**config.mk**
```make
export PLATFORM = sky130hd
export DESIGN_NAME = ascon_cmd_dispatch
export DESIGN_NICKNAME = d
export VERILOG_FILES = /design/src/rtl/ascon_cmd_dispatch_pkg.sv /design/src/rtl/ascon_cmd_dispatch_out_reg.sv /design/src/rtl/ascon_cmd_dispatch.sv
export SDC_FILE = /design/constraint.sdc
export NUM_CORES = 1
export LEC_CHECK = 0
export ABC_AREA = 1
export CORE_ASPECT_RATIO = 1.4
export CORE_MARGIN = 10
export CORE_UTILIZATION = 45
export DETAILED_ROUTE_END_ITERATION = 7
export GPL_ROUTABILITY_DRIVEN = 0
export HOLD_SLACK_MARGIN = 0.08
export PLACE_DENSITY = 0.94
export REMOVE_ABC_BUFFERS = 1
export SYNTH_ARGS = -nofsm -noshare
export SYNTH_HDL_FRONTEND = slang
export SYNTH_SLANG_ARGS = --single-unit
```
**constraint.sdc**
```tcl
create_clock -name clk -period 2.9 [get_ports clk]
set_input_delay 0.29 -clock clk [delete_from_list [all_inputs] [get_ports clk]]
set_output_delay 0.29 -clock clk [all_outputs]
set_load 0.005 [all_outputs]
```
**src/rtl/ascon_cmd_dispatch_pkg.sv**
```systemverilog
// Shared configuration for the Ascon command front-end.
// Holds the bus widths, the host opcode and bdi segment-type encodings,
// the dispatcher state type, and small decode helpers.
package ascon_cmd_dispatch_pkg;

  // Core bus widths. The dispatcher only supports 32-bit buses.
  localparam int CCW_DEF  = 32;
  localparam int CCSW_DEF = 32;

  // Host instruction opcodes, carried in instruction word bits [31:28].
  localparam logic [3:0] OP_DO_ENC   = 4'h1;
  localparam logic [3:0] OP_DO_DEC   = 4'h2;
  localparam logic [3:0] OP_DO_HASH  = 4'h3;
  localparam logic [3:0] OP_LD_KEY   = 4'h4;
  localparam logic [3:0] OP_LD_NONCE = 4'h5;
  localparam logic [3:0] OP_LD_AD    = 4'h6;
  localparam logic [3:0] OP_LD_PT    = 4'h7;
  localparam logic [3:0] OP_LD_CT    = 4'h8;
  localparam logic [3:0] OP_LD_TAG   = 4'h9;

  // Segment types understood by the core on bdi_type / bdo_type.
  localparam logic [3:0] D_NULL  = 4'h0;
  localparam logic [3:0] D_NONCE = 4'h1;
  localparam logic [3:0] D_AD    = 4'h2;
  localparam logic [3:0] D_PTCT  = 4'h3;
  localparam logic [3:0] D_TAG   = 4'h4;

  // Dispatcher FSM states.
  typedef enum logic [1:0] {
    ST_IDLE = 2'd0,
    ST_KEY  = 2'd1,
    ST_BDI  = 2'd2
  } cmd_state_t;

  // Byte length to 32-bit word count. The sum is formed in 25 bits so the
  // largest length (0xFFFFFF) yields 0x400000 rather than wrapping to 0.
  function automatic logic [22:0] word_count(input logic [23:0] len);
    logic [24:0] sum;
    sum = {1'b0, len} + 25'd3;
    return sum[24:2];
  endfunction

  // Segment type presented on bdi for a given load opcode.
  function automatic logic [3:0] bdi_type_of(input logic [3:0] op);
    logic [3:0] t;
    t = D_NULL;
    case (op)
      OP_LD_NONCE:        t = D_NONCE;
      OP_LD_AD:           t = D_AD;
      OP_LD_PT, OP_LD_CT: t = D_PTCT;
      OP_LD_TAG:          t = D_TAG;
      default:            t = D_NULL;
    endcase
    return t;
  endfunction

endpackage

```
**src/rtl/ascon_cmd_dispatch_out_reg.sv**
```systemverilog
// One-entry registered slice between the core's bdo channel and the host
// output stream. Accepts a new word whenever the slot is empty or being
// drained this cycle, so a continuously ready host sees one word per cycle.
module ascon_out_reg
  import ascon_cmd_dispatch_pkg::*;
#(
  parameter int W = 32
) (
  input  logic         clk,
  input  logic         rst,
  input  logic [W-1:0] in_data,
  input  logic [3:0]   in_type,
  input  logic         in_eot,
  input  logic         in_valid,
  output logic         in_ready,
  output logic [W-1:0] out_data,
  output logic [3:0]   out_type,
  output logic         out_eot,
  output logic         out_valid,
  input  logic         out_ready
);

  logic [W-1:0] data_q, data_d;
  logic [3:0]   type_q, type_d;
  logic         eot_q, eot_d;
  logic         valid_q, valid_d;
  logic         capture;

  // Slot update: capture overwrites (even while draining), drain empties.
  always_comb begin
    in_ready = !valid_q || out_ready;
    capture  = in_valid && in_ready;
    data_d   = data_q;
    type_d   = type_q;
    eot_d    = eot_q;
    valid_d  = valid_q;
    if (capture) begin
      data_d  = in_data;
      type_d  = in_type;
      eot_d   = in_eot;
      valid_d = 1'b1;
    end else if (out_ready) begin
      valid_d = 1'b0;
    end
  end

  // Slot registers.
  always_ff @(posedge clk) begin
    if (rst) begin
      data_q  <= '0;
      type_q  <= D_NULL;
      eot_q   <= 1'b0;
      valid_q <= 1'b0;
    end else begin
      data_q  <= data_d;
      type_q  <= type_d;
      eot_q   <= eot_d;
      valid_q <= valid_d;
    end
  end

  assign out_data  = data_q;
  assign out_type  = type_q;
  assign out_eot   = eot_q;
  assign out_valid = valid_q;

endmodule

```
**src/rtl/ascon_cmd_dispatch.sv**
```systemverilog
// Host command front-end for ascon_core. Decodes instruction words from a
// 32-bit host stream, steers the following data words onto the core's key
// or bdi channel with zero added latency, holds the decrypt/hash mode,
// registers bdo toward the host and latches the tag-verification result.
module ascon_cmd_dispatch
  import ascon_cmd_dispatch_pkg::*;
#(
  parameter int CCW  = CCW_DEF,
  parameter int CCSW = CCSW_DEF
) (
  input  logic            clk,
  input  logic            rst,
  input  logic [31:0]     cmd_data,
  input  logic            cmd_hdr,
  input  logic            cmd_valid,
  output logic            cmd_ready,
  output logic [CCSW-1:0] key,
  output logic            key_valid,
  input  logic            key_ready,
  output logic [CCW-1:0]  bdi,
  output logic            bdi_valid,
  input  logic            bdi_ready,
  output logic [3:0]      bdi_type,
  output logic            bdi_eot,
  output logic            bdi_eoi,
  output logic            decrypt,
  output logic            hash,
  input  logic [CCW-1:0]  bdo,
  input  logic            bdo_valid,
  input  logic [3:0]      bdo_type,
  input  logic            bdo_eot,
  output logic            bdo_ready,
  input  logic            auth,
  input  logic            auth_valid,
  output logic            auth_ready,
  output logic [31:0]     out_data,
  output logic [3:0]      out_type,
  output logic            out_eot,
  output logic            out_valid,
  input  logic            out_ready,
  output logic            ver_valid,
  output logic            ver_ok,
  output logic            err_proto
);

  if (CCW != 32 || CCSW != 32) begin : g_bad_width
    $error("ascon_cmd_dispatch: CCW and CCSW must both be 32");
  end

  cmd_state_t  state_q, state_d;
  logic [22:0] cnt_q, cnt_d;
  logic [3:0]  seg_type_q, seg_type_d;   // bdi_type for the open segment
  logic        seg_eoi_q, seg_eoi_d;     // flags[0] of the open segment
  logic        decrypt_q, decrypt_d;
  logic        hash_q, hash_d;
  logic        ver_valid_q, ver_valid_d;
  logic        ver_ok_q, ver_ok_d;
  logic        err_proto_q, err_proto_d;

  logic [3:0]  ins_op;
  logic [22:0] ins_nw;
  logic        last_beat;

  assign ins_op    = cmd_data[31:28];
  assign ins_nw    = word_count(cmd_data[23:0]);
  assign last_beat = (cnt_q == 23'd1);

  // Next-state, counters and combinational channel steering.
  always_comb begin
    state_d     = state_q;
    cnt_d       = cnt_q;
    seg_type_d  = seg_type_q;
    seg_eoi_d   = seg_eoi_q;
    decrypt_d   = decrypt_q;
    hash_d      = hash_q;
    ver_valid_d = ver_valid_q;
    ver_ok_d    = ver_ok_q;
    err_proto_d = err_proto_q;
    cmd_ready   = 1'b0;
    key         = '0;
    key_valid   = 1'b0;
    bdi         = '0;
    bdi_valid   = 1'b0;
    bdi_type    = D_NULL;
    bdi_eot     = 1'b0;
    bdi_eoi     = 1'b0;

    case (state_q)
      ST_IDLE: begin
        cmd_ready = 1'b1;
        if (cmd_valid) begin
          if (cmd_hdr) begin
            case (ins_op)
              OP_DO_ENC: begin
                decrypt_d = 1'b0;
                hash_d    = 1'b0;
              end
              OP_DO_DEC: begin
                decrypt_d = 1'b1;
                hash_d    = 1'b0;
              end
              OP_DO_HASH: begin
                decrypt_d = 1'b0;
                hash_d    = 1'b1;
              end
              OP_LD_KEY: begin
                cnt_d = ins_nw;
                if (ins_nw != '0) state_d = ST_KEY;
              end
              OP_LD_NONCE, OP_LD_AD, OP_LD_PT, OP_LD_CT, OP_LD_TAG: begin
                cnt_d      = ins_nw;
                seg_type_d = bdi_type_of(ins_op);
                seg_eoi_d  = cmd_data[24];
                if (ins_op == OP_LD_TAG) ver_valid_d = 1'b0;
                if (ins_nw != '0) state_d = ST_BDI;
              end
              default: ;
            endcase
          end else begin
            err_proto_d = 1'b1;
          end
        end
      end

      ST_KEY: begin
        key       = cmd_data;
        key_valid = cmd_valid && !cmd_hdr;
        cmd_ready = cmd_hdr ? 1'b1 : key_ready;
        if (cmd_valid && cmd_hdr) begin
          err_proto_d = 1'b1;
          cnt_d       = '0;
          state_d     = ST_IDLE;
        end else if (cmd_valid && key_ready) begin
          cnt_d = cnt_q - 23'd1;
          if (last_beat) state_d = ST_IDLE;
        end
      end

      ST_BDI: begin
        bdi       = cmd_data;
        bdi_valid = cmd_valid && !cmd_hdr;
        bdi_type  = seg_type_q;
        bdi_eot   = last_beat;
        bdi_eoi   = last_beat && seg_eoi_q;
        cmd_ready = cmd_hdr ? 1'b1 : bdi_ready;
        if (cmd_valid && cmd_hdr) begin
          err_proto_d = 1'b1;
          cnt_d       = '0;
          state_d     = ST_IDLE;
        end else if (cmd_valid && bdi_ready) begin
          cnt_d = cnt_q - 23'd1;
          if (last_beat) state_d = ST_IDLE;
        end
      end

      default: state_d = ST_IDLE;
    endcase

    // A result from the core overrides the clear done by LD_TAG.
    if (auth_valid) begin
      ver_valid_d = 1'b1;
      ver_ok_d    = auth;
    end
  end

  // State and control registers.
  always_ff @(posedge clk) begin
    if (rst) begin
      state_q     <= ST_IDLE;
      cnt_q       <= '0;
      seg_type_q  <= D_NULL;
      seg_eoi_q   <= 1'b0;
      decrypt_q   <= 1'b0;
      hash_q      <= 1'b0;
      ver_valid_q <= 1'b0;
      ver_ok_q    <= 1'b0;
      err_proto_q <= 1'b0;
    end else begin
      state_q     <= state_d;
      cnt_q       <= cnt_d;
      seg_type_q  <= seg_type_d;
      seg_eoi_q   <= seg_eoi_d;
      decrypt_q   <= decrypt_d;
      hash_q      <= hash_d;
      ver_valid_q <= ver_valid_d;
      ver_ok_q    <= ver_ok_d;
      err_proto_q <= err_proto_d;
    end
  end

  assign decrypt    = decrypt_q;
  assign hash       = hash_q;
  assign ver_valid  = ver_valid_q;
  assign ver_ok     = ver_ok_q;
  assign err_proto  = err_proto_q;
  assign auth_ready = 1'b1;

  ascon_out_reg #(.W(32)) u_out_reg (
    .clk       (clk),
    .rst       (rst),
    .in_data   (bdo),
    .in_type   (bdo_type),
    .in_eot    (bdo_eot),
    .in_valid  (bdo_valid),
    .in_ready  (bdo_ready),
    .out_data  (out_data),
    .out_type  (out_type),
    .out_eot   (out_eot),
    .out_valid (out_valid),
    .out_ready (out_ready)
  );

endmodule

```
## Yosys cells after proc, flatten, opt, wreduce, memory -nomap -nowiden

Index checks and enable logic that the tools add are counted.
W data, S select, Z words.

| word-level totals | value |
|---|---|
| output and inout bits | 118 |
| logic and storage cells | 115 |
| bits in registers | 73 |
| input port bits | 79 |

| operators by class | value |
|---|---|
| mux-type cells | 44 |
| equality and inequality tests | 22 |
| add/sub/neg operators | 2 |
| reductions and logical operators | 34 |

Operator list:

| cell | count |
|---|---|
| $mux W23 | 7 |
| $pmux W23 S3 | 1 |
| $mux W32 | 2 |
| $add A24 B2 Y25 const B | 1 |
| $eq A23 B1 Y1 const B | 1 |
| $reduce_bool A23 Y1 | 1 |
| $sub A23 B1 Y23 const B | 1 |
| $mux W2 | 9 |
| $reduce_bool A2 Y1 | 9 |
| $mux W1 | 17 |
| $eq A4 B3 Y1 const B | 4 |
| $reduce_and A4 Y1 | 4 |
| $ne A3 B3 Y1 const B | 4 |
| $pmux W3 S4 | 1 |
| $eq A4 B2 Y1 const B | 2 |
| $eq A4 B4 Y1 const B | 2 |
| $ne A2 B2 Y1 const B | 4 |
| $reduce_or A2 Y1 | 4 |
| $reduce_and A7 Y1 | 1 |
| $logic_and A1 B1 Y1 | 6 |
| $pmux W1 S2 | 3 |
| $pmux W2 S3 | 1 |
| $reduce_and A6 Y1 | 1 |
| $reduce_or A6 Y1 | 1 |
| other kinds (14) | 15 |

## Depth between registers and ports, before layout

| depth | value |
|---|---|
| word-level depth | 7 |
| depth in mapped cells | 15 |

## Cells and area by module

Synthesis repeated with hierarchy kept, for this count alone.

| second synthesis, totals | value |
|---|---|
| cell total of the unflattened synthesis | 900 |
| area, all modules | 5,382.7 um2 |

By module, submodules not included:

| module | times used | cells each | area an instance (um2) | sequential area each (um2) |
|---|---|---|---|---|
| ascon_cmd_dispatch | 1 | 653 | 3,555.9 | 680.7 |
| ascon_out_reg | 1 | 247 | 1,826.8 | 760.7 |

## Worst setup path after synthesis

OpenSTA, ideal clock, no wires.

| timing path | value |
|---|---|
| path type | register to register |
| start point | register state_q[0] |
| end point | register cnt_q[0] |
| path slack | 0.973 ns |
| cell stages (with the launch flop) | 10 |
| arrival time | 1.841 ns |
| clock period less this slack | 1.927 ns |
| cells stage by stage | dfxtp_1 -> inv_1 -> ha_1 -> clkinv_1 -> nor2_1 -> inv_1 -> buf_2 -> o22ai_1 -> nor2_1 -> a211oi_1 |

| between the ends | value |
|---|---|
| word-level cells in the longest chain between the ends | 3 |
| elaborated cells on any way between the ends | 11 |
| those cells by class | 7 x eq/ne; 1 x mux; 3 x reduce/logical |

RTL lines:

| what | line | source |
|---|---|---|
| start: declaration | ascon_cmd_dispatch.sv:50 | `cmd_state_t state_q, state_d;` |
| start signal: assignment | ascon_cmd_dispatch.sv:179 | `state_q <= state_d;` |
| $eq A2 B2 Y1, or another cell as far along | ascon_cmd_dispatch.sv:88 | `case (state_q)` |
| $ne A3 B3 Y1 (no line), or another cell as far along | -- |  |
| $reduce_and A6 Y1 (no line) | -- |  |
| end signal: assignment | ascon_cmd_dispatch.sv:180 | `cnt_q <= cnt_d;` |
| end: declaration | ascon_cmd_dispatch.sv:51 | `logic [22:0] cnt_q, cnt_d;` |

Parallel ways exist; a longest one is shown, timed or not.
A chain may end at the register's enable or synchronous reset.

## Worst setup path after layout

| timing path | value |
|---|---|
| start point | register state_q[1] |
| end point | output port cmd_ready |

| between the ends | value |
|---|---|
| word-level cells in the longest chain between the ends | 2 |
| elaborated cells on any way between the ends | 4 |
| those cells by class | 2 x eq/ne; 1 x mux; 1 x reduce/logical |

RTL lines:

| what | line | source |
|---|---|---|
| $eq A2 B2 Y1, or another cell as far along | ascon_cmd_dispatch.sv:88 |  |
| $pmux W1 S3 * | ascon_cmd_dispatch.sv:88 |  |
| end: declaration | ascon_cmd_dispatch.sv:16 | `output logic cmd_ready,` |

Every way passes the cells marked *; elsewhere a longest branch is shown, timed or not.

==> flow_summary.toml <==
[critical_path]
crit_path_end = "cmd_ready"
cp_slowest_cell = "ha_1"
critPathLaunchType = "flip-flop"
critPathArrivalTime_ns = 2.46
r2r_slack_ns = 0.54
rr_startpoint = "state_q[1]$_SDFFE_PP0P_"
crit_top_cell = "inv_1"
critPathLaunch = "state_q[1]$_SDFFE_PP0P_"
crit_chain = "inv_1, ha_1, clkinv_1, a221o_1, inv_1, clkdlybuf4s50_1"
critPathMaxStageDelay_ns = 0.52
cp_data_required_time_ns = 2.61
critical_path_class = "flip-flop to output pin"
worstPathMaxFanout = 11
rr_endpoint = "cnt_q[12]$_SDFFE_PP0P_"
r2r_cells = 11
end_kind = "output pin"

[clock_network]
root_buffer = "clkbuf_16"
insertion_delay_ns = 0.33
clkTransAtPathRegs_ns = 0.06
htree_levels = 3
holdBufCountCts = 0
clockBufferDepth = 2
post_cts_buffers = 0
cts_tree = "built"
cts_sinks = 72
cts_made_buffers = 9
post_cts_resized = 0

[die]
die_w_um = 107
fp.dieH_um = 142
num_io_pins = 197
row_count = 44
start_util = 0.462
dieArea_mm2 = 0.0153
core-area_mm2 = 0.0104

[grt]
grt_pass1_wl_um = 25600
gr-total-overflow = 0
grt_usage = 0.200
grt_pass1_vias = 5472
antenna_found_initial = 0
grt_max_degree = 40

[power_and_ir_drop]
intPower_mw = 3.13
leakage_nw = 3.57
peakVddDrop_mv = 0.397
switchingPower_mw = 2.41
seq_power_share = 0.259
power_per_cell_area_mw_per_mm2 = 776
pwr-share-clk = 0.189
sw_frac_of_total = 0.436
p_comb_frac = 0.553

[synthesis]
synth_area_leaders = "dfxtp_1 (30%), nand2_1 (14%), inv_1 (12%), nor2_1 (12%), o21ai_0 (7.5%)"
synth_common_cells = "nand2_1 (180), inv_1 (153), nor2_1 (152), dfxtp_1 (72), o21ai_0 (72)"
netlist.top_cell.by_area = "dfxtp_1"
yosysTopAreaCellShare = 0.300
netlist_instances = 823
synth.most_common_cell = "nand2_1"
async_reset_ff_frac = 0
synthFlopType = "dfxtp_1"
yosys_warnings = 0
synthesis.area_mm2 = 0.00481
syn_avg_cell_area_um2 = 5.85
ys_ff_latch = 72
ys_types = 38
synth_edf_count = 0
ys_seq_area_frac = 0.300

[place]
io_buffers = 194
dpl_cell_area_mm2 = 0.00685
dp_hpwl_um = 12600
dp_slack_ns = 0.526

[timing]
fin_ws_ns = 0.147
fin_crit_ns = 2.75
hold_viol = 0
relSlewSlack = 0.598
maxSlewViolCount = 0
setup_tns_ns = 0
period_share = 0.949
setup_viol = 0
rsz0062_at_grt = "no"
worst_slew_pin_slew_ns = 0.603
skew_ns = 0.00717
fmax_mhz = 363

[final_layout]
nNetsFinal = 1089
drive_gt1_frac = 0.0416
antenna_cells = 0
multiInputGateArea_mm2 = 0.00264
fill_cells = 833
post-route-cell-area_mm2 = 0.00714
ff_latch_area_mm2 = 0.00144
areaGrowthSynthToFinish_pct = 48.3

[route]
ant_nets = 0
drc = 0
wirelength_um = 15800
vias_per_cell = 4.96
num_vias = 5689
wl_per_cell_um = 13.8
drt_iter0_drc = 501
first_pass_iters = 6

[status]
status = "finished, final reports clean"

[worst_hold_path]
hold_path_class = "flip-flop to flip-flop"

[job]
max-cap-violations = 0
-- cells in the final DEF (no fill, tap or decap), types with 7 or more instances in the layout --
| master | count |
|---|---|
| dfxtp_1 | 72 |
| a21oi_1 | 34 |
| nor2_1 | 152 |
| buf_4 | 9 |
| nor3_1 | 12 |
| clkbuf_16 | 9 |
| clkdlybuf4s50_1 | 194 |
| inv_1 | 153 |
| nand2_1 | 180 |
| xor2_1 | 7 |
| a211oi_1 | 8 |
| o21ai_0 | 72 |
| nand3_1 | 32 |
| o211ai_1 | 8 |
-- power groups by stage --
stage                     Sequential (mW)  Clock [mW]  Combinational, mW
after global placement               1.44           0               2.95
after global routing                 1.47        1.11               3.44
final                                1.43        1.05               3.06
after CTS                            1.43        1.07               3.05
after floorplan                      1.40           0               1.80
after detailed placement             1.44           0               3.02
-- metrics by stage --
step | hold WS [ns] | total power [mW] | utilization | instances
final | 0.469 | 5.54 | 0.686 | 1147
after global routing | 0.492 | 6.02 | 0.686 | 1147
after CTS | 0.472 | 5.55 | 0.686 | 1147
after detailed placement | 0.462 | 4.46 | 0.658 | 1131
after global placement | 0.447 | 4.39 | 0.658 | 1131
after floorplan | 0.359 | 3.21 | - | 790
-- worst max-delay path: cells and delay by family, from the launching register on --
kind / cells / cell delay, ns
compound gates: 1 / 0.35
buf+inv: 4 / 0.88
fa+ha+maj: 1 / 0.52
flops: 1 / 0.39
-- final cells by class --
type,instances,area share
clock buffer,9,0.0316
clock inverter,7,0.00842
inverter,156,0.0820
multi-input combinational,562,0.370
sequential,72,0.202
tap,138,0.0242
timing repair buffer,203,0.282
-- per-layer routing --
layer	track usage	part of all wire	vias up	routed length (um)
met5	0	0	-	0
met4	0.109	0.042	0	665
met3	0.0490	0.079	53	1250
met2	0.345	0.49	248	7740
met1	0.219	0.39	2492	6180
li1	-	-	2896	-
-- sequential cells by signal (all words and copies together), names as in the netlist --
name	count
u_out_reg.out_data	32
ver_valid	1
seg_eoi_q	1
u_out_reg.out_valid	1
state_q	2
hash	1
u_out_reg.out_type	4
ver_ok	1
u_out_reg.out_eot	1
seg_type_q	3
err_proto	1
decrypt	1
cnt_q	23
-- how the worst min path moves through the flow --
stage / startpoint / to / slack [ns] / cells after the start
2_1_floorplan: rst / hash$_SDFFE_PP0P_ / 0.36 / 1
3_3_place_gp: ver_valid$_SDFFE_PP0P_ / ver_valid$_SDFFE_PP0P_ / 0.45 / 2
3_5_place_dp: seg_type_q[2]$_SDFFE_PP0P_ / seg_type_q[2]$_SDFFE_PP0P_ / 0.46 / 2
4_1_cts: seg_type_q[2]$_SDFFE_PP0P_ / seg_type_q[2]$_SDFFE_PP0P_ / 0.47 / 2
5_1_grt: seg_type_q[2]$_SDFFE_PP0P_ / seg_type_q[2]$_SDFFE_PP0P_ / 0.49 / 2
6_report: seg_type_q[2]$_SDFFE_PP0P_ / seg_type_q[2]$_SDFFE_PP0P_ / 0.47 / 2
-- logic make-up after synthesis --
family / count (synthesis) / share of synthesized area
flip-flops: 72 / 0.300
AO/OA/AOI/OAI: 139 / 0.160
adder cells (fa/ha/maj): 6 / 0.0156
AND/OR/NAND/NOR: 405 / 0.354
other: 2 / 0.00156
buffers and inverters: 189 / 0.151
XOR/XNOR: 10 / 0.0182
Note: power is estimated with default switching activity, not from simulation.
